===== src/rtl/dtcm_ctrl_pkg.sv =====
`default_nettype none
// ============================================================================
//  Module      : dtcm_ctrl_pkg
//  Description : Shared constants and types for the DTCM controller and its
//                response buffer (also usable by the ITCM controller).
//  Revision    : 1.0 - initial release
// ============================================================================
package dtcm_ctrl_pkg;

    // Byte address width of the data TCM
    localparam int C_DTCM_ADDR_WIDTH = 16;
    // Data width; one RAM word is one XLEN word
    localparam int C_XLEN            = 32;
    // RAM word address width (byte address minus the in-word offset)
    localparam int C_DTCM_RAM_AW     = C_DTCM_ADDR_WIDTH - 2;
    // Default number of response buffer entries
    localparam int C_RSP_DEPTH       = 2;

    typedef logic [C_XLEN-1:0] xword_t;

endpackage : dtcm_ctrl_pkg
`default_nettype wire


===== src/rtl/dtcm_rsp_fifo.sv =====
`default_nettype none
// ============================================================================
//  Module      : dtcm_rsp_fifo
//  Description : Synchronous FIFO with push/pop/occupancy count. Holds RAM
//                responses the LSU has not yet taken. DEPTH is a power of 2
//                so pointers wrap naturally.
//  Revision    : 1.0 - initial release
// ============================================================================
module dtcm_rsp_fifo #(
    parameter int WIDTH = 32,
    parameter int DEPTH = 2
) (
    input  logic                       clk,
    input  logic                       rst_n,
    input  logic                       push,
    input  logic [WIDTH-1:0]           din,
    input  logic                       pop,
    output logic [WIDTH-1:0]           dout,
    output logic [$clog2(DEPTH+1)-1:0] count,
    output logic                       empty
);

    localparam int              PW        = $clog2(DEPTH);
    localparam int              CW        = $clog2(DEPTH + 1);
    localparam logic [PW-1:0]   C_PTR_ONE = PW'(1);
    localparam logic [CW-1:0]   C_CNT_ONE = CW'(1);
    localparam logic [CW-1:0]   C_DEPTH   = CW'(DEPTH);

    logic [WIDTH-1:0] r_mem [DEPTH];
    logic [PW-1:0]    r_wr_ptr;
    logic [PW-1:0]    r_rd_ptr;
    logic [CW-1:0]    r_count;

    logic             w_full;
    logic             w_empty;
    logic             w_do_push;
    logic             w_do_pop;

    assign w_full    = (r_count == C_DEPTH);
    assign w_empty   = (r_count == '0);
    assign w_do_push = push & ~w_full;
    assign w_do_pop  = pop & ~w_empty;

    // Storage array write; contents need no reset since count gates validity
    always_ff @(posedge clk) begin
        if (w_do_push) begin
            r_mem[r_wr_ptr] <= din;
        end
    end

    // Pointer and occupancy bookkeeping; push+pop leaves count unchanged
    always_ff @(posedge clk) begin
        if (!rst_n) begin
            r_wr_ptr <= '0;
            r_rd_ptr <= '0;
            r_count  <= '0;
        end else begin
            if (w_do_push) begin
                r_wr_ptr <= r_wr_ptr + C_PTR_ONE;
            end
            if (w_do_pop) begin
                r_rd_ptr <= r_rd_ptr + C_PTR_ONE;
            end
            case ({w_do_push, w_do_pop})
                2'b10:   r_count <= r_count + C_CNT_ONE;
                2'b01:   r_count <= r_count - C_CNT_ONE;
                default: r_count <= r_count;
            endcase
        end
    end

    // A push into a full buffer would drop a response
    assert property (@(posedge clk) disable iff (!rst_n) !(push && w_full))
        else $error("dtcm_rsp_fifo: push while full");

    assign dout  = r_mem[r_rd_ptr];
    assign count = r_count;
    assign empty = w_empty;

endmodule : dtcm_rsp_fifo
`default_nettype wire


===== src/rtl/dtcm_ctrl.sv =====
`default_nettype none
// ============================================================================
//  Module      : dtcm_ctrl
//  Description : Data-TCM controller between the LSU and a single-port,
//                byte-maskable synchronous SRAM (1-cycle read latency).
//                One response per command, strictly in order; a small
//                response buffer absorbs LSU back-pressure.
//  Revision    : 1.0 - initial release
// ============================================================================
module dtcm_ctrl
    import dtcm_ctrl_pkg::*;
#(
    parameter int DTCM_ADDR_WIDTH = C_DTCM_ADDR_WIDTH,
    parameter int XLEN            = C_XLEN,
    parameter int RSP_DEPTH       = C_RSP_DEPTH
) (
    input  logic                         clk,
    input  logic                         rst_n,
    input  logic                         lsu2dtcm_cmd_valid,
    output logic                         lsu2dtcm_cmd_ready,
    input  logic                         lsu2dtcm_cmd_read,
    input  logic [DTCM_ADDR_WIDTH-1:0]   lsu2dtcm_cmd_addr,
    input  logic [XLEN-1:0]              lsu2dtcm_cmd_wdata,
    input  logic [XLEN/8-1:0]            lsu2dtcm_cmd_wmask,
    output logic                         lsu2dtcm_rsp_valid,
    input  logic                         lsu2dtcm_rsp_ready,
    output logic [XLEN-1:0]              lsu2dtcm_rsp_rdata,
    output logic                         dtcm_ram_cs,
    output logic                         dtcm_ram_we,
    output logic [DTCM_ADDR_WIDTH-3:0]   dtcm_ram_addr,
    output logic [XLEN/8-1:0]            dtcm_ram_wem,
    output logic [XLEN-1:0]              dtcm_ram_din,
    input  logic [XLEN-1:0]              dtcm_ram_dout
);

    localparam int            CW      = $clog2(RSP_DEPTH + 1);
    localparam logic [CW-1:0] C_DEPTH = CW'(RSP_DEPTH);

    logic            r_inflight;
    logic            r_inflight_read;

    logic            w_accept;
    logic [CW-1:0]   w_occupancy;
    logic [XLEN-1:0] w_resp_data;
    logic            w_bypass;
    logic            w_push;
    logic            w_pop;
    logic [XLEN-1:0] w_fifo_dout;
    logic [CW-1:0]   w_fifo_count;
    logic            w_fifo_empty;
    logic            w_unused_addr_lsb;

    // Reserve a buffer slot for every accepted command, including the one
    // whose RAM access is still in flight; depends on registered state only.
    assign w_occupancy        = w_fifo_count + {{(CW-1){1'b0}}, r_inflight};
    assign lsu2dtcm_cmd_ready = (w_occupancy < C_DEPTH);
    assign w_accept           = lsu2dtcm_cmd_valid & lsu2dtcm_cmd_ready;

    // RAM is driven straight from the command in the accepting cycle
    assign dtcm_ram_cs   = w_accept;
    assign dtcm_ram_we   = w_accept & ~lsu2dtcm_cmd_read;
    assign dtcm_ram_addr = lsu2dtcm_cmd_addr[DTCM_ADDR_WIDTH-1:2];
    assign dtcm_ram_wem  = lsu2dtcm_cmd_wmask;
    assign dtcm_ram_din  = lsu2dtcm_cmd_wdata;

    // Byte offset is irrelevant to a word-wide RAM
    assign w_unused_addr_lsb = ^lsu2dtcm_cmd_addr[1:0];

    // Track the access issued this cycle so its data is captured next cycle
    always_ff @(posedge clk) begin
        if (!rst_n) begin
            r_inflight      <= 1'b0;
            r_inflight_read <= 1'b0;
        end else begin
            r_inflight      <= w_accept;
            r_inflight_read <= w_accept & lsu2dtcm_cmd_read;
        end
    end

    // Stores answer with zero data
    assign w_resp_data = r_inflight_read ? dtcm_ram_dout : '0;

    // Buffered responses are older than the in-flight one, so they go first;
    // with an empty buffer and a ready LSU the RAM data skips the buffer.
    assign w_bypass = w_fifo_empty & r_inflight & lsu2dtcm_rsp_ready;
    assign w_push   = r_inflight & ~w_bypass;
    assign w_pop    = ~w_fifo_empty & lsu2dtcm_rsp_ready;

    assign lsu2dtcm_rsp_valid = ~w_fifo_empty | r_inflight;
    assign lsu2dtcm_rsp_rdata = w_fifo_empty ? w_resp_data : w_fifo_dout;

    dtcm_rsp_fifo #(
        .WIDTH (XLEN),
        .DEPTH (RSP_DEPTH)
    ) u_rsp_fifo (
        .clk   (clk),
        .rst_n (rst_n),
        .push  (w_push),
        .din   (w_resp_data),
        .pop   (w_pop),
        .dout  (w_fifo_dout),
        .count (w_fifo_count),
        .empty (w_fifo_empty)
    );

endmodule : dtcm_ctrl
`default_nettype wire


===== config.mk =====
export PLATFORM = sky130hd
export DESIGN_NAME = dtcm_ctrl
export DESIGN_NICKNAME = d
export VERILOG_FILES = /design/src/rtl/dtcm_ctrl_pkg.sv /design/src/rtl/dtcm_rsp_fifo.sv /design/src/rtl/dtcm_ctrl.sv
export SDC_FILE = /design/constraint.sdc
export NUM_CORES = 1
export LEC_CHECK = 0
export CORE_MARGIN = 2
export CORE_UTILIZATION = 45
export CTS_BUF_LIST = sky130_fd_sc_hd__clkbuf_16
export DETAILED_ROUTE_END_ITERATION = 8
export PLACE_DENSITY = 0.86
export REMOVE_ABC_BUFFERS = 1
export SYNTH_ARGS = -nofsm -noshare
export SYNTH_HDL_FRONTEND = slang
export SYNTH_HIERARCHICAL = 1
export SYNTH_SLANG_ARGS = --single-unit

===== constraint.sdc =====
create_clock -name clk -period 9.6 [get_ports clk]
set_clock_uncertainty 0.1 [all_clocks]
set_input_delay 0.96 -clock clk [delete_from_list [all_inputs] [get_ports clk]]
set_output_delay 0.96 -clock clk [all_outputs]
set_load 0.05 [all_outputs]

# Word-level counts from Yosys, hierarchy flattened
# Memories as Yosys holds them, arrays and structs flattened. A register that Yosys moved wholly into a read port is not among the register bits.
# Index checks and enable logic that the tools add are counted.
# classes
eq_ne	3
addsub	5
bitwise_logic	14
n_lt_le_gt_ge	1
n_reduce_logical	2
n_mux	7
# ops
op	n
$mux W32	2
$and A1 B1 Y1	9
$eq A2 B2 Y1 const B	2
$mux W1	4
$not A1 Y1	4
$pmux W2 S2	1
$add A1 B1 Y1 const B	2
$add A2 B1 Y2	1
$add A2 B1 Y2 const B	1
$eq A2 B1 Y1 const B	1
$logic_not A2 Y1	1
$lt A2 B2 Y1 const B	1
$reduce_bool A2 Y1	1
$sub A2 B1 Y2 const B	1
$or A1 B1 Y1	1
# totals
out_inout_bits	86
input_bits	89
mem_count	1
mem_bits_rw	64
reg_bits	6
elab_cells	38
# mem_list
name	depth	word_bits	rd	rd_ports_with_merged_regs	write_ports	line_no	rtl
u_rsp_fifo.r_mem	2	32	1	1	1	dtcm_rsp_fifo.sv:29	logic [WIDTH-1:0] r_mem [DEPTH];

# Logic depth before layout (Yosys ltp)
# Gate-level depths: netlist (run 1).
# depth
word_depth	8
mapped_depth	9
ltp_nobuf	7

# Cells and area by module
# The synthesis (run 1) kept the hierarchy.
# modules_own_cells
mod	instances	area_per_inst_um2	seq_area_each_um2	cells_each
dtcm_rsp_fifo	1	2531.2	2021.9	125
dtcm_ctrl	1	1320.0	40.0	135

# Worst setup path before layout (run 1)
# Ideal clock, no wire load.
# synth_timing
path_kind	input-to-output
from	input lsu2dtcm_cmd_read
to	output dtcm_ram_we
arrival_time_ps	2617
cell_stages	1
t_required_ps	8540
n_path_buf	0
slack_ps	5923
cell_sequence	nor4b_1
# synth_via
elab_chain_cells	2
# synth_rtl
item	line_no	rtl
from (decl)	dtcm_ctrl.sv:21	input logic lsu2dtcm_cmd_read,
$not A1 Y1	dtcm_ctrl.sv:61	assign dtcm_ram_we = w_accept & ~lsu2dtcm_cmd_read;
$and A1 B1 Y1	dtcm_ctrl.sv:61	
to (decl)	dtcm_ctrl.sv:29	output logic dtcm_ram_we,
# Every way passes these cells.

==> impl_results.md, run 1 <==
- Status: finished clean
- Crit path kind: reg -> out
- Finish-stage setup viols: 0
- Number of warnings printed during yosys synthesis: 6
- DRC Markers: 0
- Area inside the core boundary: 8258 sq um
- Fraction of met2 tracks used by global routing: 25.41%
- Number of buffers inserted for hold repair after clock tree synthesis: 0
- Peak supply drop: 0.00009891 V
- Global-route wire length before repair: ~13,000 um
- Slew Viols, Final: 0
- Crit path DAT: 2.63 ns
- Clock Path Buffers: 2
- Setup WS post-layout: approximately 5.9 ns
- Detailed-route via count: between 2,000 and 2,500
- Worst Setup Slack post-DPL: a little under 6 ns
- Nets@finish: 375
- Cell at the root of the clock tree: sky130_fd_sc_hd__clkbuf_16
- H-tree Lvls: 3
- Weighted congestion at the end of routability-driven global placement: 0.6705
- WP data required: around 8.5 ns
- Die Width: 96.51 um
- Final hold viol count: 0
- Synthesis-stage register bit count: between 70 and 80
- Worst-Margin Slew: about 1 ns
- Share of the synthesized area in the top cell type: 49.90%
- WL/cell: roughly 24 um
- Maximum clock frequency: approximately 0.27 GHz
- FF-to-FF setup slack: 6.81 ns
- Final std cells w/o fill: ~400
- Post-detailed-placement cell area: ~4300 sq um
- Sequential fraction of the synthesis area: 53.54%
- Startpoint of the worst register-to-register path: u_rsp_fifo/count[0]$_SDFFE_PN0P_
- Static leakage: ~0.0017 uW
- Worst reg2reg path depth: 5
- Crit end category: output port
- Starting Density: 46.64%
- Critical path destination: lsu2dtcm_rsp_rdata[5]
- Final total power: 813.4 uW
- Final worst path period share: 38.42%
- Netlist area before placement: 3851 sq um
- Initial antenna violation count: 0
- Total number of placement rows: 33
- Hold WC Path Type: reg -> reg
- Clock latency on the worst-skew pair: 0.32 ns
- PortBufs: 72
- Total half-perimeter wirelength after legalization and detailed placement: 6451 um
- Post-synthesis to final-layout area growth: 18.58%
- Die area: 9314 sq um
- Post-CTS resize count: 0
- Cell count after synthesis: 260
- Total Wirelength: 9301 um
- Number of top-level design ports: 175
- Synth Flop Type: sky130_fd_sc_hd__edfxtp_1
- Capture point of the worst reg-to-reg path: u_rsp_fifo/r_mem[1][3]$_DFFE_PP_
- Startpoint Class: flop
- Total congestion overflow: 0
- GRT Overall Usage: 20.56%
- TritonRoute pass-1 iters: 4
- Total clock buffers created by CTS: 9
- Biggest area contributors in the synthesized netlist: sky130_fd_sc_hd__edfxtp_1 (50%), sky130_fd_sc_hd__mux2_4 (12%), sky130_fd_sc_hd__buf_4 (9.7%)
- Post-layout min period: 3.689 ns
- Critical path peak fanout: 32
- Number of synthesized flops with an enable pin: 64
- Max-cap check violation count: 0
- Worst-case headroom to the max-slew limit: 34.01%
- Clock edge transition at the registers on the reported setup and hold paths: ~0.060 ns
- Synth area leader: sky130_fd_sc_hd__edfxtp_1
- Final sum of negative setup slack: 0 ns
- Power density over cell area: 178.1 nW/um^2
- Count of placed standard cells including taps: 379
- Via/cell ratio: 5.311
- Ant. Diodes: 0
- Clock tree from TritonCTS: done
- Fraction of met3 tracks used by global routing: between 10% and 20%
- Setup repair bufs after CTS: 0
- Unrepaired setup endpoints after global routing: no
- Met1 capacity usage during global routing: 26.11%
- Syn Area/Cell: between 10 and 15 sq um
- # clock sinks: 71
- Count of cell types in the netlist: 30
- Iteration-0 DRC count of the detailed router: 101
- Vertical extent of the die: a little under 100 um
- Share of flip-flops with an asynchronous set or reset: 0%
- Most crowded layer after global routing: met1
- Final design area excluding fillers: 4567 sq um
- Maximum number of pins on one net before global-route repair: 36
- Filler cell count in the final layout: 679
- Remaining antenna violation count: 0
- Via count of the first global-routing pass: 2,076
- Fraction of layout cells with a size suffix above 1: 30.69%
==> final cells by class <==
| cell class | instances | area [sq um] | area share, % |
|---|---|---|---|
| multi-input cells | 126 | 1324 | 28.99 |
| inverters | 2 | 7.507 | 0.1644 |
| well taps | 105 | 131.4 | 2.877 |
| clock inverters | 7 | 72.57 | 1.589 |
| clock buffers | 9 | 225.2 | 4.932 |
| flip-flops and latches | 71 | 2063 | 45.18 |
| repair buffers | 75 | 743.2 | 16.27 |
==> cell usage after synthesis, types with 3 or more instances <==
cell type	instances
sky130_fd_sc_hd__a21boi_1	3
sky130_fd_sc_hd__and2_4	30
sky130_fd_sc_hd__buf_2	3
sky130_fd_sc_hd__buf_4	50
sky130_fd_sc_hd__buf_6	7
sky130_fd_sc_hd__dfxtp_1	7
sky130_fd_sc_hd__edfxtp_1	64
sky130_fd_sc_hd__mux2_1	30
sky130_fd_sc_hd__mux2_2	4
sky130_fd_sc_hd__mux2_4	30
sky130_fd_sc_hd__nor2_1	3
sky130_fd_sc_hd__nor2b_1	3
sky130_fd_sc_hd__xnor2_1	3
==> worst min-delay path by stage <==
| stage | slack, ns | to | start | depth (start not counted) |
|---|---|---|---|---|
| 2_1_floorplan | 0.40 | u_rsp_fifo/count[1]$_SDFFE_PN0P_ | u_rsp_fifo/count[1]$_SDFFE_PN0P_ | 2 |
| 3_3_place_gp | 0.42 | flop | u_rsp_fifo/r_rd_ptr$_SDFFE_PN0P_ | 2 |
| 3_5_place_dp | 0.44 | flop | u_rsp_fifo/r_rd_ptr$_SDFFE_PN0P_ | 2 |
| 4_1_cts | 0.44 | flop | u_rsp_fifo/r_rd_ptr$_SDFFE_PN0P_ | 2 |
| 5_1_grt | 0.46 | flop | u_rsp_fifo/r_rd_ptr$_SDFFE_PN0P_ | 2 |
| 6_report | 0.44 | flop | u_rsp_fifo/r_rd_ptr$_SDFFE_PN0P_ | 2 |
==> per-stage QoR <==
stage                     hold WS (ns)  utilization (%)
after global routing            0.4646            55.30
after global placement          0.4197            51.70
final                           0.4361            55.30
after floorplan                 0.4001                -
after CTS                       0.4448            55.30
after detailed placement        0.4399            51.70
==> worst max-delay path: stages, from the launching register on <==
cell and delay, ns:
sky130_fd_sc_hd__dfxtp_2 0.87, sky130_fd_sc_hd__mux2_2 0.42, sky130_fd_sc_hd__mux2_4 0.28, sky130_fd_sc_hd__clkdlybuf4s50_1 0.71
==> layout by cell type (no fill, tap or decap), drive strengths merged <==
cell type and instances:
nand2 2, mux2 64, a21boi 4, clkinv 3
buf 3, and3b 1, bufinv 1, dfxtp 7
nor3 2, clkdlybuf4s50 72, or3 1, nor2b 3
o21a 1, clkbuf 9, nor3b 1, xnor2 3
nor4b 1, nor2 3, and2 33, clkinvlp 2
ha 1, nand2b 2, inv 3, nand3 2
a21o 1, edfxtp 64, o21ai 1
==> flip-flops by register name (all words and copies together), names as in the netlist, named ones only <==
name                 count
u_rsp_fifo/r_mem        64
u_rsp_fifo/r_wr_ptr      1
r_inflight_read          1
u_rsp_fifo/r_rd_ptr      1
u_rsp_fifo/count         2
r_inflight               1
==> per-layer routing <==
layer,part of all wire [%],up-vias
met5,0.49,-
met1,43,996
met3,16,12
met2,39,162
li1,-,926
met4,1.2,2
==> power breakdown <==
part | leakage, uW | internal (uW) | switching [uW]
logic | 0.000931 | 63.8 | 77.6
clock network | 0.000142 | 201 | 123
registers | 0.000647 | 344 | 3.75
total | 0.00172 | 609 | 204
==> kinds of logic after synthesis <==
logic type / synth area share (%)
adders and majority gates: 0.3248
DFF: 53.54
muxes: 21.64
AOI/OAI and AO/OA: 1.332
xor gates and xnor gates: 0.6824
buffers and inverters: 12.48
and+or+nand+nor: 10.01
Power figures use the tool's default switching activity.
==> run 2: changes to the inputs <==
Settings changed: CORE_UTILIZATION 45 to 42, PLACE_DENSITY 0.86 to 0.81.
Clock period 9.6 ns to 3.6 ns, I/O delays scaled along.
==> run 2 against run 1 <==
Sequential cell count stayed put. First-iteration DRC count up 18%. Utilization decreased by 2.4 points. Via count is 0.29% lower. Register-to-register slack got worse by 5.7 ns. Combinational power rose to 2.7 times the previous value. Routed wire length shrank 3.7%. Highest routed layer unchanged.
==> impl_results.md, run 2 (synthesis gave the netlist of run 1 again) <==
- PortBufs: 72 (unchanged)
- DRC Markers: 0 (unchanged)
- Worst-case headroom to the max-slew limit: 49.59% (was 34.01%)
- Clock latency on the worst-skew pair: 0.32 ns (about the same)
- Crit path kind: reg -> out (unchanged)
- H-tree Lvls: 3 (unchanged)
- Die Width: 99.76 um (was 96.51 um)
- Nets@finish: 378 (was 375)
- Startpoint Class: flop (unchanged)
- Final hold viol count: 0 (unchanged)
- Crit path DAT: 2.58 ns (was 2.63 ns)
- Power density over cell area: 482.1 nW/um^2 (was 178.1 nW/um^2)
- Via/cell ratio: 5.217 (was 5.311)
- Critical path peak fanout: 15 (was 32)
- Most flop-heavy register: u_rsp_fifo/r_mem (unchanged)
- Weighted congestion at the end of routability-driven global placement: 0.6751 (was 0.6705)
- Fraction of layout cells with a size suffix above 1: 31.06% (was 30.69%)
- Cell at the root of the clock tree: sky130_fd_sc_hd__clkbuf_16 (unchanged)
- Maximum number of pins on one net before global-route repair: 18 (was 36)
- Cell chain of the critical path: nor2_4 > buf_4 > mux2_2 > clkdlybuf4s50_1 (was mux2_2 > mux2_4 > clkdlybuf4s50_1)
- Hold WC Path Type: reg -> reg (unchanged)
- Unrepaired setup endpoints after global routing: no (unchanged)
- Starting Density: 43.73% (was 46.64%)
- Max reg flops: 64 (unchanged)
- Slew Viols, Final: 0 (unchanged)
- # clock sinks: 71 (unchanged)
- Setup repair bufs after CTS: 0 (unchanged)
- Global-route wire length before repair: 13,300 um (was 13,050 um)
- Most common cell after layout, fill and taps aside: sky130_fd_sc_hd__clkdlybuf4s50_1 (unchanged)
- Total clock buffers created by CTS: 9 (unchanged)
- Vertical extent of the die: 99.76 um (was 96.51 um)
- Final worst path period share: around 85%
- Ant. Diodes: 0 (unchanged)
- Die area: 9951 sq um (was 9314 sq um)
- Most frequent cells in the layout: sky130_fd_sc_hd__clkdlybuf4s50_1 (72), sky130_fd_sc_hd__edfxtp_1 (64), sky130_fd_sc_hd__and2_4 (30), sky130_fd_sc_hd__mux2_4 (30), sky130_fd_sc_hd__mux2_1 (30) (unchanged)
- Max-cap check violation count: 0 (unchanged)
- WL/cell: 22.33 um (was 23.55 um)
- Clock Path Buffers: 2 (unchanged)
- Total number of placement rows: 34 (was 33)
- Setup WS post-layout: 0.5551 ns (was 5.911 ns)
- GRT Overall Usage: 18.65% (was 20.56%)
- Total congestion overflow: 0 (unchanged)
- Area inside the core boundary: 8806 sq um (was 8258 sq um)
- Critical Path Slowest Stage Cell: sky130_fd_sc_hd__clkdlybuf4s50_1 (was sky130_fd_sc_hd__dfxtp_2)
- Maximum clock frequency: 0.3284 GHz
- Number of top-level design ports: 175 (unchanged)
- Via count of the first global-routing pass: 2,170 (was 2,076)
- TritonRoute pass-1 iters: 4 (unchanged)
- Finish-stage setup viols: 0 (unchanged)
- Number of buffers inserted for hold repair after clock tree synthesis: 0 (unchanged)
- Critical Path Max Stage Delay: 0.70 ns (was 0.87 ns)
- Total Wirelength: 8956 um (was 9301 um)
- Final sum of negative setup slack: 0 ns (unchanged)
- Peak supply drop: 0.0002645 V (was 0.00009891 V)
- Post-CTS resize count: 0 (unchanged)
- Post-layout min period: 3.045 ns
- Iteration-0 DRC count of the detailed router: 119 (was 101)
- Static leakage: 0.001762 uW (was 0.001720 uW)
- Total half-perimeter wirelength after legalization and detailed placement: 6340 um (was 6451 um)
- Detailed-route via count: 2,092 (was 2,098)
- Clock tree from TritonCTS: done (unchanged)
- Status: finished clean (unchanged)
- WP data required: 3.14 ns (was 8.54 ns)
- Initial antenna violation count: 0 (unchanged)
- Remaining antenna violation count: 0 (unchanged)
- Worst Setup Slack post-DPL: 0.8654 ns (was 5.949 ns)
- Crit end category: output port (unchanged)
- Worst-Margin Slew: 0.7554 ns (was 0.9875 ns)
- Post-synthesis to final-layout area growth: 20.89% (was 18.58%)
- Clock edge transition at the registers on the reported setup and hold paths: 0.06 ns (about the same)
[run 2: cell count changes in the layout (fill, tap and decap cells not counted)]
cell	change
sky130_fd_sc_hd__buf_12	+3
sky130_fd_sc_hd__inv_1	+1
sky130_fd_sc_hd__clkinv_2	-2
sky130_fd_sc_hd__clkinv_4	+1
sky130_fd_sc_hd__clkinvlp_4	-1
sky130_fd_sc_hd__bufinv_16	+1
[run 2: area by class of cell]
cell class	instances	area [sq um]
timing repair buffer	78	803.3
clock inverter	7	97.59
multi-input combinational	126	1324
tap	108	135.1
inverter	2	7.507
sequential	71	2063
fill	724	4150
clock buffer	9	225.2
[run 2: final timing paths]
path,start,depth (start not counted),to,slack [ns]
worst max register to register,u_rsp_fifo/count[0]$_SDFFE_PN0P_,5,u_rsp_fifo/r_mem[1][3]$_DFFE_PP_,1.13
worst max-delay path,u_rsp_fifo/count[1]$_SDFFE_PN0P_,4,lsu2dtcm_rsp_rdata[18],0.56
worst min register to register,u_rsp_fifo/r_rd_ptr$_SDFFE_PN0P_,2,flop,0.45
worst min-delay path,u_rsp_fifo/r_rd_ptr$_SDFFE_PN0P_,2,flop,0.45
[run 2: through the flow]
stage	instance area (sq um)	total power, uW	hold slack [ns]	util, %	std cells
after global routing	4656	2327	0.4880	52.87	401
after CTS	4656	2280	0.4515	52.87	401
final	4656	2245	0.4518	52.87	401
after detailed placement	4333	1332	0.4315	49.20	385
after floorplan	3378	1198	0.3783	-	199
after global placement	4333	1328	0.4209	49.20	385
[run 2: routing by layer]
layer	routed length [um]	GRT usage (%)
met5	44	7.179
met4	63	4.636
met3	1593	16.30
met2	3601	24.06
met1	3654	22.49
[run 2: power by group]
part	leakage [uW]	switching, uW	internal (uW)	total, uW
logic	0.000958	206	177	383
registers	0.000647	10.9	918	929
clock network	0.000157	325	608	933
total	0.00176	542	1700	2240
[run 2: critical path, delay by kind of cell (launching register included)]
kind	cells	cell delay (ns)
buffers and inverters	2	1.01
and+or+nand+nor	1	0.51
DFF	1	0.38
muxes	1	0.35
==> run 3: changes to the inputs <==
Settings changed: CORE_UTILIZATION 42 to 38, PLACE_DENSITY 0.81 to 0.77.
Clock period 3.6 ns to 2.8 ns, I/O delays scaled along.
==> run 3 against run 2 <==
Power grew 26%. Sequential power up 28%. Largest power group is now registers. Combinational power increased by 53%. First-iteration DRC count down 67%. Non-clock buffer count rose by 1. Via count increased by 0.38%. Highest routed layer unchanged. Setup slack worse by 0.32 ns. Sequential cell count is the same. Sequential share of layout area decreased by 2.6 points.
==> impl_results.md, run 3 (synthesis gave the netlist of run 1 again) <==
- Status: finished clean (unchanged)
- Iteration-0 DRC count of the detailed router: 39 (was 119)
- Capture point of the worst reg-to-reg path: u_rsp_fifo/count[1]$_SDFFE_PN0P_ (was u_rsp_fifo/r_mem[1][3]$_DFFE_PP_)
- Number of cells traversed by the worst hold path: 2 (unchanged)
- Number of buffers inserted for hold repair after clock tree synthesis: 0 (unchanged)
- Power density over cell area: 571.4 nW/um^2 (was 482.1 nW/um^2)
- Post-layout min period: 2.563 ns
- Final hold viol count: 0 (unchanged)
- Most common cell after layout, fill and taps aside: sky130_fd_sc_hd__edfxtp_1 (was sky130_fd_sc_hd__clkdlybuf4s50_1)
- Die area: 10,960 sq um (was 9951 sq um)
- Worst-Margin Slew: 0.6020 ns (was 0.7554 ns)
- Clock latency on the worst-skew pair: 0.31 ns (was 0.32 ns)
- Maximum number of pins on one net before global-route repair: 33 (was 18)
- Finish-stage setup viols: 0 (unchanged)
- Origin of the worst min-delay path: u_rsp_fifo/r_rd_ptr$_SDFFE_PN0P_ (unchanged)
- Most frequent cells in the layout: sky130_fd_sc_hd__edfxtp_1 (64), sky130_fd_sc_hd__clkdlybuf4s50_1 (40), sky130_fd_sc_hd__buf_12 (33) (was sky130_fd_sc_hd__clkdlybuf4s50_1 (72), sky130_fd_sc_hd__edfxtp_1 (64), sky130_fd_sc_hd__and2_4 (30), sky130_fd_sc_hd__mux2_4 (30), sky130_fd_sc_hd__mux2_1 (30))
- Global-route wire length before repair: 13,430 um (was 13,300 um)
- Slew Viols, Final: 0 (unchanged)
- Total number of placement rows: 36 (was 34)
- Crit path kind: reg -> out (unchanged)
- Total buffers and inverters traversed by the critical path: 1 (was 2)
- Clock tree from TritonCTS: done (unchanged)
- Worst Setup Slack post-DPL: 0.5150 ns (was 0.8654 ns)
- Worst-case headroom to the max-slew limit: 59.87% (was 49.59%)
- Count of placed standard cells including taps: 411 (was 385)
- Die Width: 104.7 um (was 99.76 um)
- Final design area excluding fillers: 4946 sq um (was 4656 sq um)
- Startpoint Class: flop (unchanged)
- Post-synthesis to final-layout area growth: 28.43% (was 20.89%)
- Fraction of layout cells with a size suffix above 1: 41.30% (was 31.06%)
- Area inside the core boundary: 9819 sq um (was 8806 sq um)
- Final worst path period share: 91.54%
- Critical Path Max Stage Delay: 0.86 ns (was 0.70 ns)
- Vertical extent of the die: 104.7 um (was 99.76 um)
- PortBufs: 72 (unchanged)
- Startpoint of the worst register-to-register path: u_rsp_fifo/count[0]$_SDFFE_PN0P_ (unchanged)
- TritonRoute pass-1 iters: 4 (unchanged)
- Filler cell count in the final layout: 867 (was 724)
- GRT Overall Usage: 16.64% (was 18.65%)
- Crit end category: output port (unchanged)
- Total half-perimeter wirelength after legalization and detailed placement: 6490 um (was 6340 um)
- Post-detailed-placement cell area: 4667 sq um (was 4333 sq um)
- Initial antenna violation count: 0 (unchanged)
- Setup repair bufs after CTS: 0 (unchanged)
- Total congestion overflow: 0 (unchanged)
- H-tree Lvls: 3 (unchanged)
- DRC Markers: 0 (unchanged)
- Via/cell ratio: 4.930 (was 5.217)
- # clock sinks: 71 (unchanged)
- Starting Density: 39.22% (was 43.73%)
- Peak supply drop: 0.0002838 V (was 0.0002645 V)
- Cell chain of the critical path: a21boi_1 > nor4b_1 > clkdlybuf4s50_1 (was nor2_4 > buf_4 > mux2_2 > clkdlybuf4s50_1)
- Family of cells with the greatest summed delay on the critical path: buffers and inverters (unchanged)
- FF-to-FF setup slack: 0.68 ns (was 1.13 ns)
- Via count of the first global-routing pass: 2,161 (was 2,170)
- Max-cap check violation count: 0 (unchanged)
- WL/cell: 21.27 um (was 22.33 um)
- Static leakage: 0.001896 uW (was 0.001762 uW)
- Crit path DAT: 2.18 ns (was 2.58 ns)
- Weighted congestion at the end of routability-driven global placement: 0.6583 (was 0.6751)
- Nets@finish: 379 (was 378)
- Hold WC Path Type: reg -> reg (unchanged)
- Number of top-level design ports: 175 (unchanged)
- Most flop-heavy register: u_rsp_fifo/r_mem (unchanged)
- Worst reg2reg path depth: 6 (was 5)
- Post-CTS resize count: 0 (unchanged)
- Total clock buffers created by CTS: 9 (unchanged)
- Cell at the root of the clock tree: sky130_fd_sc_hd__clkbuf_16 (unchanged)
- Critical Path Slowest Stage Cell: sky130_fd_sc_hd__clkdlybuf4s50_1 (unchanged)
- Final std cells w/o fill: 426 (was 401)
- WP data required: 2.42 ns (was 3.14 ns)
- Ant. Diodes: 0 (unchanged)
- Clock Path Buffers: 2 (unchanged)
- Detailed-route via count: 2,100 (was 2,092)
- Clock edge transition at the registers on the reported setup and hold paths: 0.05 ns (was 0.06 ns)
- Setup WS post-layout: 0.2369 ns (was 0.5551 ns)
- Unrepaired setup endpoints after global routing: no (unchanged)
- Max reg flops: 64 (unchanged)
- Remaining antenna violation count: 0 (unchanged)
- Number of stages on the worst setup path: 3 (was 4)
- Critical path peak fanout: 7 (was 15)
- Maximum clock frequency: 0.3902 GHz
- Total Wirelength: 9063 um (was 8956 um)
run 3: cell count changes in the layout (fill, tap and decap cells not counted):
cell | before | now
sky130_fd_sc_hd__clkdlybuf4s50_1 | 72 | 40
sky130_fd_sc_hd__buf_12 | 3 | 33
sky130_fd_sc_hd__buf_4 | 3 | 6
sky130_fd_sc_hd__clkinv_1 | 0 | 2
sky130_fd_sc_hd__clkinv_4 | 2 | 0
sky130_fd_sc_hd__bufinv_16 | 2 | 1
sky130_fd_sc_hd__clkinv_2 | 0 | 1
sky130_fd_sc_hd__inv_6 | 1 | 0
run 3: how the worst max path moves through the flow:
stage,from,end,slack (ns)
floorplan,u_rsp_fifo/count[0]$_SDFFE_PN0P_,u_rsp_fifo/r_mem[0][0]$_DFFE_PP_,-1.36
global placement,lsu2dtcm_cmd_valid,dtcm_ram_we,0.52
detailed placement,lsu2dtcm_cmd_valid,dtcm_ram_we,0.52
CTS,u_rsp_fifo/count[0]$_SDFFE_PN0P_,dtcm_ram_we,0.20
global route,u_rsp_fifo/count[0]$_SDFFE_PN0P_,dtcm_ram_we,0.08
finish,u_rsp_fifo/count[0]$_SDFFE_PN0P_,dtcm_ram_we,0.24
run 3: through the flow:
| step | hold slack [ns] | total power (uW) | util (%) | setup TNS [ns] |
|---|---|---|---|---|
| floorplan | 0.2983 | 1541 | - | -112.09 |
| global placement | 0.4188 | 1801 | 47.53 | 0 |
| detailed placement | 0.4292 | 1807 | 47.53 | 0 |
| CTS | 0.4531 | 2863 | 50.37 | 0 |
| global route | 0.4603 | 2930 | 50.37 | 0 |
| finish | 0.4463 | 2826 | 50.37 | 0 |
run 3: layer usage:
| metal | share of wire [%] | vias up | global-route usage [%] |
|---|---|---|---|
| met5 | 0.42 | - | 7.143 |
| met1 | 44 | 1018 | 21.68 |
| met3 | 15 | 11 | 12.35 |
| met4 | 0.72 | 2 | 4.381 |
| li1 | - | 932 | - |
| met2 | 39 | 137 | 20.92 |
run 3: where the power goes:
part	internal, uW	switching (uW)
Sequential	1180	13.0
Clock	672	373
Combinational	301	285
Total	2150	672
run 3: area by class of cell:
cell class | instances | area (sq um) | share of cell area, %
Clock inverter | 6 | 53.80 | 1.088
Timing Repair Buffer | 79 | 1106 | 22.36
Clock buffer | 9 | 225.2 | 4.554
Sequential cell | 71 | 2063 | 41.72
Inverter | 2 | 7.507 | 0.1518
Multi-Input combinational cell | 126 | 1324 | 26.76
Tap cell | 133 | 166.4 | 3.365
run 3: worst reg2reg max path, cell delays in order (launching register included):
cell,delay [ns]
sky130_fd_sc_hd__dfxtp_1,0.50
sky130_fd_sc_hd__nor2_4,0.07
sky130_fd_sc_hd__a21boi_0,0.33
sky130_fd_sc_hd__nand2_1,0.19
sky130_fd_sc_hd__ha_1,0.37
sky130_fd_sc_hd__or3_1,0.36
sky130_fd_sc_hd__a21boi_1,0.15
==> edit 1: new RTL, flow settings as in run 2 <==
Set the package constant `C_XLEN` to 36 (it was 32).
--- a/src/rtl/dtcm_ctrl_pkg.sv
+++ b/src/rtl/dtcm_ctrl_pkg.sv
@@ -10,7 +10,7 @@
     // Byte address width of the data TCM
     localparam int C_DTCM_ADDR_WIDTH = 16;
     // Data width; one RAM word is one XLEN word
-    localparam int C_XLEN            = 32;
+    localparam int C_XLEN            = 36;
     // RAM word address width (byte address minus the in-word offset)
     localparam int C_DTCM_RAM_AW     = C_DTCM_ADDR_WIDTH - 2;
     // Default number of response buffer entries
Ports: changed (resized dtcm_ram_din, dtcm_ram_dout, lsu2dtcm_cmd_wdata and lsu2dtcm_rsp_rdata); port bits go from 175 to 191. The function was not compared with the original's and may differ.
==> edit 1 against run 2 <==
  * Worst setup slack better by 0.039 ns
  * Sequential power grew 11%
  * Total power is 6.2% higher
  * Final area is 9.9% higher
  * Area after synthesis up 9.7%
  * Sequential cell count increased by 8
  * First-iteration DRC count is 17% lower
  * Hold slack got worse by 0.013 ns
  * Routed wire length up 14%
  * Largest power group is now sequential cells
==> edit 1: results (changes against run 2) <==
| Metric | Value |
|---|---|
| Post-DP HPWL | 7399 um (was 6340 um) |
| Critical path's largest stage delay | 0.73 ns (was 0.70 ns) |
| Peak supply drop | 0.0002698 V (was 0.0002645 V) |
| WL met3 | 1753 um (was 1593 um) |
| Metal-1 WL | 4234 um (was 3654 um) |
| Worst r2r dst | u_rsp_fifo/r_mem[0][29]$_DFFE_PP_ (was u_rsp_fifo/r_mem[1][3]$_DFFE_PP_) |
| IO Port Bufs | 80 (was 72) |
| Mux cell area share after synthesis | 21.85% (was 21.64%) |
| Static leakage power | 0.001906 uW (was 0.001762 uW) |
| Synth cell types | 29 (was 30) |
| Total GRT Usage | 19.13% (was 18.65%) |
| Seq. pwr | 1030 uW (was 929 uW) |
| Net Sw Power | 570.9 uW (was 541.7 uW) |
| Main area contributors after synthesis | edfxtp_1, mux2_4, buf_4 (unchanged) |
| Tightest Pin Transition | 0.8188 ns (was 0.7554 ns) |
| Met2 wire length | 3919 um (was 3601 um) |
| Post-Syn Instances | 284 (was 260) |
| DRT iter0 DRCs | 99 (was 119) |
| Vias in the first global route | 2421 (was 2170) |
| Status | complete, no violations (unchanged) |
| Vias | 2318 (was 2092) |
| Share of cells above drive strength 1 | 31.46% (was 31.06%) |
| Flop-to-flop setup slack | 1.06 ns (was 1.13 ns) |
| Detailed-route wire length per cell | 22.42 um (was 22.33 um) |
| Adder-Cell Fraction of Synth Area | 0.2961% (was 0.3249%) |
| Max reg flops | 72 (was 64) |
| EDFF count, synth | 72 (was 64) |
| GR Layer Usage met1 | 23.17% (was 22.49%) |
| Part of the power in combinational logic | 17.5% (was 17.1%) |
| Placed instance count | 438 (was 385) |
| Seq/Total Area, Yosys | 54.49% (was 53.54%) |
| Nets | 414 (was 378) |
| Tmin final | 3.006 ns (was 3.045 ns) |
| Sequential Power Share | 43.3% (was 41.4%) |
| Fin cells | 454 (was 401) |
| CP Max Fanout | 19 (was 15) |
| Most instantiated cells after synthesis | edfxtp_1, buf_4, and2_4, mux2_1, mux2_4 (unchanged) |
| CP arrival | 2.55 ns (was 2.58 ns) |
| Post-Synth XOR/XNOR Area | 0.6219% (was 0.6823%) |
| Gp weighted congestion | 0.7259 (was 0.6751) |
## edit 1: cell types whose count changed after synthesis, sizes merged
cell,before,now
edfxtp,64,72
clkbuf,1,0
buf,60,65
and2,33,37
mux2,64,72
## edit 1: area by class of cell
| class | count | area [um^2] |
|---|---|---|
| clock buffers | 9 | 225.2 |
| clock inverters | 7 | 90.09 |
| fillers | 845 | 4656 |
| inverters | 2 | 7.507 |
| multi-input cells | 138 | 1443 |
| flip-flops and latches | 79 | 2303 |
| well taps | 133 | 166.4 |
| repair buffers | 86 | 883.3 |
## edit 1: logic make-up (layout without fill, tap and decap cells)
| family | count (synthesis) | in the layout |
|---|---|---|
| AO/OA/AOI/OAI | 7 | 7 |
| XOR/XNOR | 3 | 3 |
| adder cells (fa/ha/maj) | 1 | 1 |
| buffers and inverters | 67 | 104 |
| flip-flops | 79 | 79 |
| multiplexers | 72 | 72 |
| AND/OR/NAND/NOR | 55 | 55 |
## edit 1: worst min path at each step
stage | from | endpoint | slack, ns
detailed placement | u_rsp_fifo/r_rd_ptr$_SDFFE_PN0P_ | flip-flop | 0.43
floorplan | lsu2dtcm_cmd_valid | r_inflight$_SDFF_PN0_ | 0.38
global placement | u_rsp_fifo/r_rd_ptr$_SDFFE_PN0P_ | u_rsp_fifo/r_rd_ptr$_SDFFE_PN0P_ | 0.42
finish | u_rsp_fifo/r_rd_ptr$_SDFFE_PN0P_ | flip-flop | 0.44
global route | u_rsp_fifo/r_rd_ptr$_SDFFE_PN0P_ | flip-flop | 0.49
CTS | u_rsp_fifo/r_rd_ptr$_SDFFE_PN0P_ | u_rsp_fifo/r_rd_ptr$_SDFFE_PN0P_ | 0.45
## edit 1: critical path, delay by kind of cell, from the launching register on
kind | cells | cell delay, ns
DFF | 1 | 0.63
buffers and inverters | 2 | 0.96
muxes | 2 | 0.61
==> edit 2: new RTL, flow settings as in run 2 <==
Made on the original files. Reset style: asynchronous (`rst_n`), changed in 2 clocked blocks.
--- a/src/rtl/dtcm_rsp_fifo.sv
+++ b/src/rtl/dtcm_rsp_fifo.sv
@@ -49,7 +49,7 @@
     end
 
     // Pointer and occupancy bookkeeping; push+pop leaves count unchanged
-    always_ff @(posedge clk) begin
+    always_ff @(posedge clk or negedge rst_n) begin
         if (!rst_n) begin
             r_wr_ptr <= '0;
             r_rd_ptr <= '0;
--- a/src/rtl/dtcm_ctrl.sv
+++ b/src/rtl/dtcm_ctrl.sv
@@ -67,7 +67,7 @@
     assign w_unused_addr_lsb = ^lsu2dtcm_cmd_addr[1:0];
 
     // Track the access issued this cycle so its data is captured next cycle
-    always_ff @(posedge clk) begin
+    always_ff @(posedge clk or negedge rst_n) begin
         if (!rst_n) begin
             r_inflight      <= 1'b0;
             r_inflight_read <= 1'b0;
Function: differs if rst_n is asserted again (counterexample within 4 cycles, from zero or initial values and one cycle with rst_n low); with rst_n held inactive, the same outputs for 10 cycles.
==> edit 2 against run 2 <==
  * Area after synthesis up 2.7%
  * Final cell count down 1.2%
  * First-iteration DRC count down 33%
  * Largest cell class unchanged
  * Worst setup slack worse by 0.037 ns
  * Final area up 1.6%
  * Routed wire length up 2.5%
  * Critical path depth unchanged
  * Count of clock-buffer cells in the layout unchanged
  * Synthesized cell count down 3.5%
  * Core utilization down 1.5 points
  * Sequential cell count down 1
  * Critical endpoint is now lsu2dtcm_rsp_rdata[15]
Power is not compared: it rests on default switching activity, and its combinational part moved more than twofold at a synthesized area within 25%.
==> edit 2: results (changes against run 2) <==
| Metric | Value |
|---|---|
| Largest net degree at the start of global routing | 18 (unchanged) |
| Nets | 370 (was 378) |
| Asr flop ratio synth | 8.571% (was 0%) |
| Antenna cells | 0 (unchanged) |
| Drt first pass iters | 4 (unchanged) |
| Flop-to-flop setup slack | 1.32 ns (was 1.13 ns) |
| Avg Vias per Cell | 5.086 (was 5.217) |
| Post-cts resize count | 0 (unchanged) |
| Top delay family on crit path | buffers and inverters (unchanged) |
| Largest reg by FF count | u_rsp_fifo/r_mem (unchanged) |
| IO Port Bufs | 72 (unchanged) |
| Post-DP HPWL | 6673 um (was 6340 um) |
| Slowest-stage cell, CP | clkdlybuf4s50_1 (unchanged) |
| Crit. Startpoint | u_rsp_fifo/count[0]$_DFFE_PN0P_ (was u_rsp_fifo/count[1]$_SDFFE_PN0P_) |
| Setup crit end | lsu2dtcm_rsp_rdata[15] (was lsu2dtcm_rsp_rdata[18]) |
| Status | complete, no violations (unchanged) |
| Detailed-route wire length per cell | 23.18 um (was 22.33 um) |
| Root Driver | clkbuf_16 (unchanged) |
| Critical path's largest stage delay | 0.70 ns (about the same) |
| DRT iter0 DRCs | 80 (was 119) |
| First-pass GRT wire length | 13300 um (unchanged) |
| Seq/Total Area, Yosys | 52.37% (was 53.54%) |
| CP arrival | 2.62 ns (was 2.58 ns) |
| # H-tree levels | 3 (unchanged) |
| EDFF count, synth | 64 (unchanged) |
| Synth cell types | 24 (was 30) |
| Vias in the first global route | 2079 (was 2170) |
| Peak supply drop | 0.0005224 V |
| Hold Crit Class | in2async (was reg2reg) |
| Most instantiated cells after synthesis | edfxtp_1, mux2_4, buf_4 (was edfxtp_1, buf_4, and2_4, mux2_1, mux2_4) |
| Main area contributors after synthesis | edfxtp_1, mux2_4, buf_4 (unchanged) |
| Slew margin rel. | 64.08% (was 49.59%) |
| Worst Reg-to-Reg Cells | 5 (unchanged) |
| Period utilization | 85.60% (was 84.58%) |
| Clk buf depth | 2 (unchanged) |
| # setup viols final | 0 (unchanged) |
| Post CTS Setup Buffer Count | 0 (unchanged) |
| Initial antenna violation count | 0 (unchanged) |
| Switching Share | 39.59% |
| Fill cells | 788 (was 724) |
| Clk Latency, worst-skew pair | 0.32 ns (about the same) |
| Syn. warnings | 6 (unchanged) |
| Dpl ws | 0.8333 ns (was 0.8654 ns) |
| Total GRT Usage | 18.39% (was 18.65%) |
| Gp weighted congestion | 0.6847 (was 0.6751) |
| Max reg flops | 64 (unchanged) |
| Worst r2r dst | u_rsp_fifo/r_mem[0][27]$_DFFE_PP_ (was u_rsp_fifo/r_mem[1][3]$_DFFE_PP_) |
| Share of cells above drive strength 1 | 42.81% (was 31.06%) |
| CP Max Fanout | 14 (was 15) |
| Placed cell areas | 4405 um^2 (was 4333 um^2) |
## edit 2: cell count changes after synthesis, sizes merged, moves of 2 or more
cell    delta
dfxtp      -7
nor2       +2
a21boi     -2
nand3      -2
dfrtp      +6
## edit 2: cells by family after synthesis
| group | share of synthesized area (%) |
|---|---|
| flip-flops | 52.37 |
| multiplexers | 23.91 |
| buffers and inverters | 12.81 |
| AND/OR/NAND/NOR | 8.887 |
| XOR/XNOR | 1.107 |
| AO/OA/AOI/OAI | 0.6008 |
| adder cells (fa/ha/maj) | 0.3162 |
## edit 2: power groups by stage
stage	clock [uW]	sequential, uW	combinational (uW)
2_1_floorplan	0	1270	1980
3_3_place_gp	0	1250	2650
3_5_place_dp	0	1270	2680
4_1_cts	960	1250	2690
5_1_grt	994	1270	2790
6_report	928	1240	2670
## edit 2: final cells by class
cell class | count | area [um^2] | area share (%)
Inverter | 2 | 7.507 | 0.1588
Sequential cell | 70 | 2073 | 43.85
Timing Repair Buffer | 79 | 785.8 | 16.62
Clock inverter | 7 | 97.59 | 2.064
Tap cell | 111 | 138.9 | 2.937
Multi-Input combinational cell | 118 | 1400 | 29.61
Clock buffer | 9 | 225.2 | 4.763
## edit 2: stage by stage
| step | util, % | hold slack, ns | cells |
|---|---|---|---|
| finish | 51.42 | 0.1706 | 396 |
| detailed placement | 47.90 | 0.4464 | 380 |
| global route | 51.42 | 0.1708 | 396 |
| floorplan | - | -0.03559 | 190 |
| CTS | 51.42 | 0.1680 | 396 |
| global placement | 47.90 | 0.4374 | 380 |
## edit 2: layer usage
metal	routed length [um]	track usage, %	share of wire [%]	up-vias
li1	-	-	-	902
met1	3873	21.88	42	940
met2	3556	23.03	39	155
met3	1592	16.64	17	15
met4	108	5.717	1.2	2
met5	47	7.179	0.51	-
